==> config.mk <==
export PLATFORM = sky130hd
export DESIGN_NAME = cnt12b_down
export DESIGN_NICKNAME = d
export VERILOG_FILES = /design/src/rtl/cnt12b_down.sv
export SDC_FILE = /design/constraint.sdc
export NUM_CORES = 1
export LEC_CHECK = 0
export CAP_MARGIN = 40
export CORE_AREA = 2 2 39 41
export CTS_BUF_LIST = sky130_fd_sc_hd__clkbuf_4 sky130_fd_sc_hd__clkbuf_8
export DETAILED_ROUTE_END_ITERATION = 10
export DIE_AREA = 0 0 41 43
export GPL_TIMING_DRIVEN = 0
export SLEW_MARGIN = 5
export SYNTH_ARGS = -nofsm -noshare
export SYNTH_HDL_FRONTEND = slang
export SYNTH_SLANG_ARGS = --single-unit
==> constraint.sdc <==
create_clock -name Clk -period 1.65 [get_ports Clk]
set_input_delay 0.165 -clock Clk [delete_from_list [all_inputs] [get_ports Clk]]
set_output_delay 0.165 -clock Clk [all_outputs]
set_load 0.01 [all_outputs]
==> src/rtl/cnt12b_down.sv <==
// Modulo-(HIGH-LOW+1) down counter with parallel load and HC161-style CEP/CET enables.
// Counts HIGH down to LOW, flags TC at LOW, then reloads HIGH on the next enabled edge.
module cnt12b_down #(
    parameter int unsigned W    = 4,
    parameter int unsigned HIGH = 15,
    parameter int unsigned LOW  = 4
) (
    input  logic         Clk,
    input  logic         MR,
    input  logic         CEP,
    input  logic         CET,
    input  logic         PE,
    input  logic [W-1:0] D,
    output logic [W-1:0] Q,
    output logic         TC
);

    localparam logic [W-1:0] HighVal = W'(HIGH);
    localparam logic [W-1:0] LowVal  = W'(LOW);
    localparam logic [W-1:0] One     = W'(1);

    logic [W-1:0] count_q;
    logic [W-1:0] count_d;
    logic         count_en;

    assign count_en = CEP & CET;

    always_comb begin
        count_d = count_q;
        if (PE) begin
            count_d = D;
        end else if (count_en) begin
            // Values at or below LOW (only reachable via load) take the reload path too.
            if (count_q <= LowVal) begin
                count_d = HighVal;
            end else begin
                count_d = count_q - One;
            end
        end
    end

    always_ff @(posedge Clk or posedge MR) begin
        if (MR) begin
            count_q <= HighVal;
        end else begin
            count_q <= count_d;
        end
    end

    assign Q  = count_q;
    assign TC = CET & (count_q == LowVal);

endmodule

---- Word-level counts from Yosys, hierarchy flattened ----
Cells that the tools add are included.
storage, ports and cells
  register bits ........................... 4
  input port bits ......................... 9
  output and inout bits ................... 5
  word-level logic and storage cells ...... 10
cells by class
  $add $sub $neg .......................... 1
  equality and inequality tests ........... 1
  reduce and logical (&&, ||, !) cells .... 1
  mux-type cells .......................... 3
  order comparisons ....................... 1
  bitwise gates (word level) .............. 2
operator list
  cell                 number
  $mux 4               3
  $eq 4x3->1 const B   1
  $le 4x3->1 const B   1
  $sub 4x1->4 const B  1
  $and 1x1->1          2
  $reduce_bool 2->1    1

---- Longest topological paths before layout ----
  word-level depth ........................ 4
  gate-level depth with buffers ........... 5
  gate-level depth less buffers ........... 5

---- Worst setup path before layout ----
OpenSTA, ideal clock, no wires.
  kind .................................... flip-flop to flip-flop
  start ................................... register count_q[0], in the netlist Q[0]
  end ..................................... register count_q[0], in the netlist Q[0]
  buffers on the path ..................... 0
  path slack .............................. 346 ps
  clock period less this slack ............ 1304 ps
  required time ........................... 1571 ps
  library setup time ...................... 79 ps
  arrival ................................. 1225 ps
  cell stages (with the launch flop) ...... 6
  cells stage by stage .................... dfstp_2 inv_1 ha_1 nor2b_1 o211ai_1 a22o_1
between the ends
  word-level cells in the longest chain between the ends .. 4
  elaborated cells between the ends (all ways) .. 5
  those cells by class .................... add/sub (1); order compare (1); mux (3)
ends and longest elaborated chain
  item                                       line    source
  start, declared                            22      logic [W-1:0] count_q;
  start signal, assigned                     44      count_q <= HighVal;
  start signal, assigned                     46      count_q <= count_d;
  $sub 4x1->4 or $le 4x3->1 (tied branches)  37, 34
  $mux 4 (*)                                 34      if (count_q <= LowVal) begin
  $mux 4 (*)                                 32      end else if (count_en) begin
  $mux 4 (*)                                 30      if (PE) begin
Every way passes the cells marked *; elsewhere a longest branch is shown, timed or not. The select of a mux whose other input is x is not followed.
A chain may end at the register's enable or synchronous reset.

---- Final worst setup path ----
  start ................................... register count_q[0], in the netlist Q[0]
  end ..................................... output Q[0]
RTL lines
  item           line  source
  end, declared  14    output logic [W-1:0] Q,
No word-level cell between the ends.

==> flow_metrics.tcl <==
set metrics [dict create \
    worst_pin_slew_ns 0.375 \
    hold_slack_ns 0.298 \
    seqPwrFrac_pct 36.1 \
    min_from "PE" \
    critPathKind "reg -> out" \
    finalHoldViolCount 0 \
    avgSynthCellArea_um2 9.28 \
    endpoint_kind "output pin" \
    r2r-end "Q[1]" \
    slew_viol_final 0 \
    critical-path-top-delay-family "buffers and inverters" \
    antenna_found_initial 0 \
    grt_pass1_vias 246 \
    cts.clk_slew.worst_paths_ns 0.04 \
    hpwl_um 479 \
    critPathBufInv 2 \
    ys_seq_area_share_pct 36.5 \
    yosys.area.top_type "dfstp_2" \
    grtUsageTotal_pct 9.68 \
    register_area_um2 105 \
    ios 14 \
    hp-class "in -> reg" \
    place_area_um2 428 \
    finish.net_count 60 \
    drc 0 \
    final_cell_mix "11 x clkdlybuf4s50_1, 4 x dfstp_2, 4 x a21oi_1" \
    cts_made_buffers 3 \
    crit_slowest_cell "clkdlybuf4s50_1" \
    netlist_area_um2 288 \
    vias 290 \
    synth-xor-area-share_pct 0 \
    drtIter0Drc 10 \
    period_share_pct 95.7 \
    layout-drive-gt1-share_pct 29.2 \
    cts-root-buf "clkbuf_4" \
    grt_overflow 0 \
    switching_power_w 0.0000967 \
    synth-simple-area-share_pct 27.0 \
    vdd_ir_drop_max_uv 416 \
    p_int_w 0.000265 \
    slew_headroom_pct 75.0 \
    gp_congestion 0.665 \
    drt-vias-per-instance 4.53 \
    die_area_um2 1760 \
    comb_power_share_pct 31.0 \
    synth_compound_area_share_pct 27.0 \
    yosysTopAreaCellShare_pct 36.5 \
    critPathMaxStageDelay_ns 0.53 \
    status "complete, no violations" \
    reg2reg_depth 5 \
    synth_cells 31 \
    post-route-min-period_ns 1.58 \
    drv_cap 0 \
    crit_required_ns 1.48 \
    yosysUniqueCellTypes 17 \
    grt_max_degree 9 \
    die_x_um 41 \
    n_fill_cell 154 \
    first_pass_iters 4 \
    area_growth_pct 62.6 \
    totalWireLength_um 678 \
    coreArea_um2 1380 \
    row_count 14 \
    final_common_cell "clkdlybuf4s50_1" \
    diodes 0 \
    p_per_area_nw_per_um2 774 \
    largest_reg_flops 4 \
    synthAdderAreaFrac_pct 4.35 \
    crit_start "Q[0]" \
    wl_per_cell_um 10.6 \
    reg2reg_from "Q[0]" \
    synthMuxAreaShare_pct 0 \
    synth_area_leaders "dfstp_2 37%, o31ai_2 8.7%, a21oi_1 7.0%" \
    yosys_warnings 0 \
    clock.fmax_ghz 0.633 \
    cts_tree "yes" \
    grt_setup_unrepaired "no" \
    holdPathEnd "Q[3]" \
    grt_pass1_wl_mm 1.05 \
    r2r_slack_ns 0.36 \
    p_leak_nw 0.192 \
    dieHeight_um 43 \
    switching_share_pct 26.7 \
    ys_ff_latch 4 \
    path_max_fanout 4 \
    initial_core_util_pct 20.8 \
    setup_viol 0 \
    port_buffers 12 \
    tns_ns 0 \
    worstHoldPathCells 3 \
    synth_nets 41 \
    clkLatencyLatePin_ns 0.23 \
    clock_path_buffers 2 \
    multi_input_area_um2 170 \
    synth_top_family_by_area "compound AO/OA/AOI/OAI gates" \
    design_area_um2 468 \
    finClkSkew_ns 0.00473 \
    antenna_left 0 \
    htreeDepth 1 \
    crit_chain "buf_4 > clkdlybuf4s50_1" \
    clkPwrFrac_pct 32.9 \
    critPathArrivalTime_ns 1.41 \
    start_kind "flip-flop" \
    cts_num_sinks 4 \
]
==> worst register-to-register path, delay by kind of cell, from the launching register on <==
family,cells,cell delay [ns]
AND/OR/NAND/NOR,1,0.16
buffers and inverters,1,0.04
AO/OA/AOI/OAI,2,0.29
flip-flops,1,0.52
adder cells (fa/ha/maj),1,0.19
==> cell families (layout without fill, tap and decap cells) <==
family | Yosys count | in the layout
adders and majority gates | 1 | 1
buffers and inverters | 4 | 21
DFF | 4 | 4
AOI/OAI and AO/OA | 10 | 10
and+or+nand+nor | 12 | 12
==> layout make-up <==
type                    instances  share of cell area (%)
clock buffers                   3                    4.81
repair buffers                 14                    28.9
multi-input cells              23                    36.4
flip-flops and latches          4                    22.5
well taps                      16                    4.28
plain buffers                   1                   0.802
inverters                       3                    2.41
==> per-layer routing <==
| metal | track usage, % | wire (um) |
|---|---|---|
| met1 | 11.7 | 297 |
| met4 | 2.00 | 0 |
| met5 | 0 | 0 |
| met2 | 12.2 | 275 |
| met3 | 9.42 | 105 |
==> synthesized netlist by cell type <==
master / number
a21oi_1: 4
a22o_1: 2
and2_4: 1
and3_4: 1
and4_1: 1
and4b_1: 1
buf_1: 1
dfstp_2: 4
ha_1: 1
inv_1: 3
nand2_1: 2
nand2b_1: 2
nor2_1: 2
nor2b_1: 1
nor3_1: 1
o211ai_1: 2
o31ai_2: 2
==> worst max-delay path by stage <==
stage / endpoint / slack (ns) / cells past startpoint
2_1_floorplan: Q[0] / 0.35 / 5
3_3_place_gp: TC / -0.005 / 4
3_5_place_dp: TC / -0.009 / 4
4_1_cts: TC / 0.04 / 4
5_1_grt: Q[0] / 0.04 / 2
6_report: Q[0] / 0.07 / 2
==> power by group through the flow <==
stage	Sequential, W	Clock [W]	Combinational (W)
after global placement	0.000137	0	0.0000987
after floorplan	0.000137	0	0.0000467
final	0.000131	0.000119	0.000112
after detailed placement	0.000136	0	0.0000993
after CTS	0.000131	0.000125	0.000113
after global routing	0.000134	0.000138	0.000122
==> stage by stage <==
step | cells | setup slack (ns) | util [%] | total power, W
floorplan | 31 | 0.346 | - | 0.000183
global placement | 59 | -0.00498 | 30.9 | 0.000235
detailed placement | 59 | -0.00889 | 30.9 | 0.000235
CTS | 64 | 0.0351 | 33.7 | 0.000369
global route | 64 | 0.0356 | 33.8 | 0.000394
finish | 64 | 0.0706 | 33.8 | 0.000362
==> what timing repair did <==
action,in CTS,in global routing
hold buffers,0,0
setup endpoints to repair,1,1
pin swaps,0,0
hold endpoints to repair,0,0
setup buffers,2,0
resized for setup,2,1
Note: power is estimated with default switching activity, not from simulation.
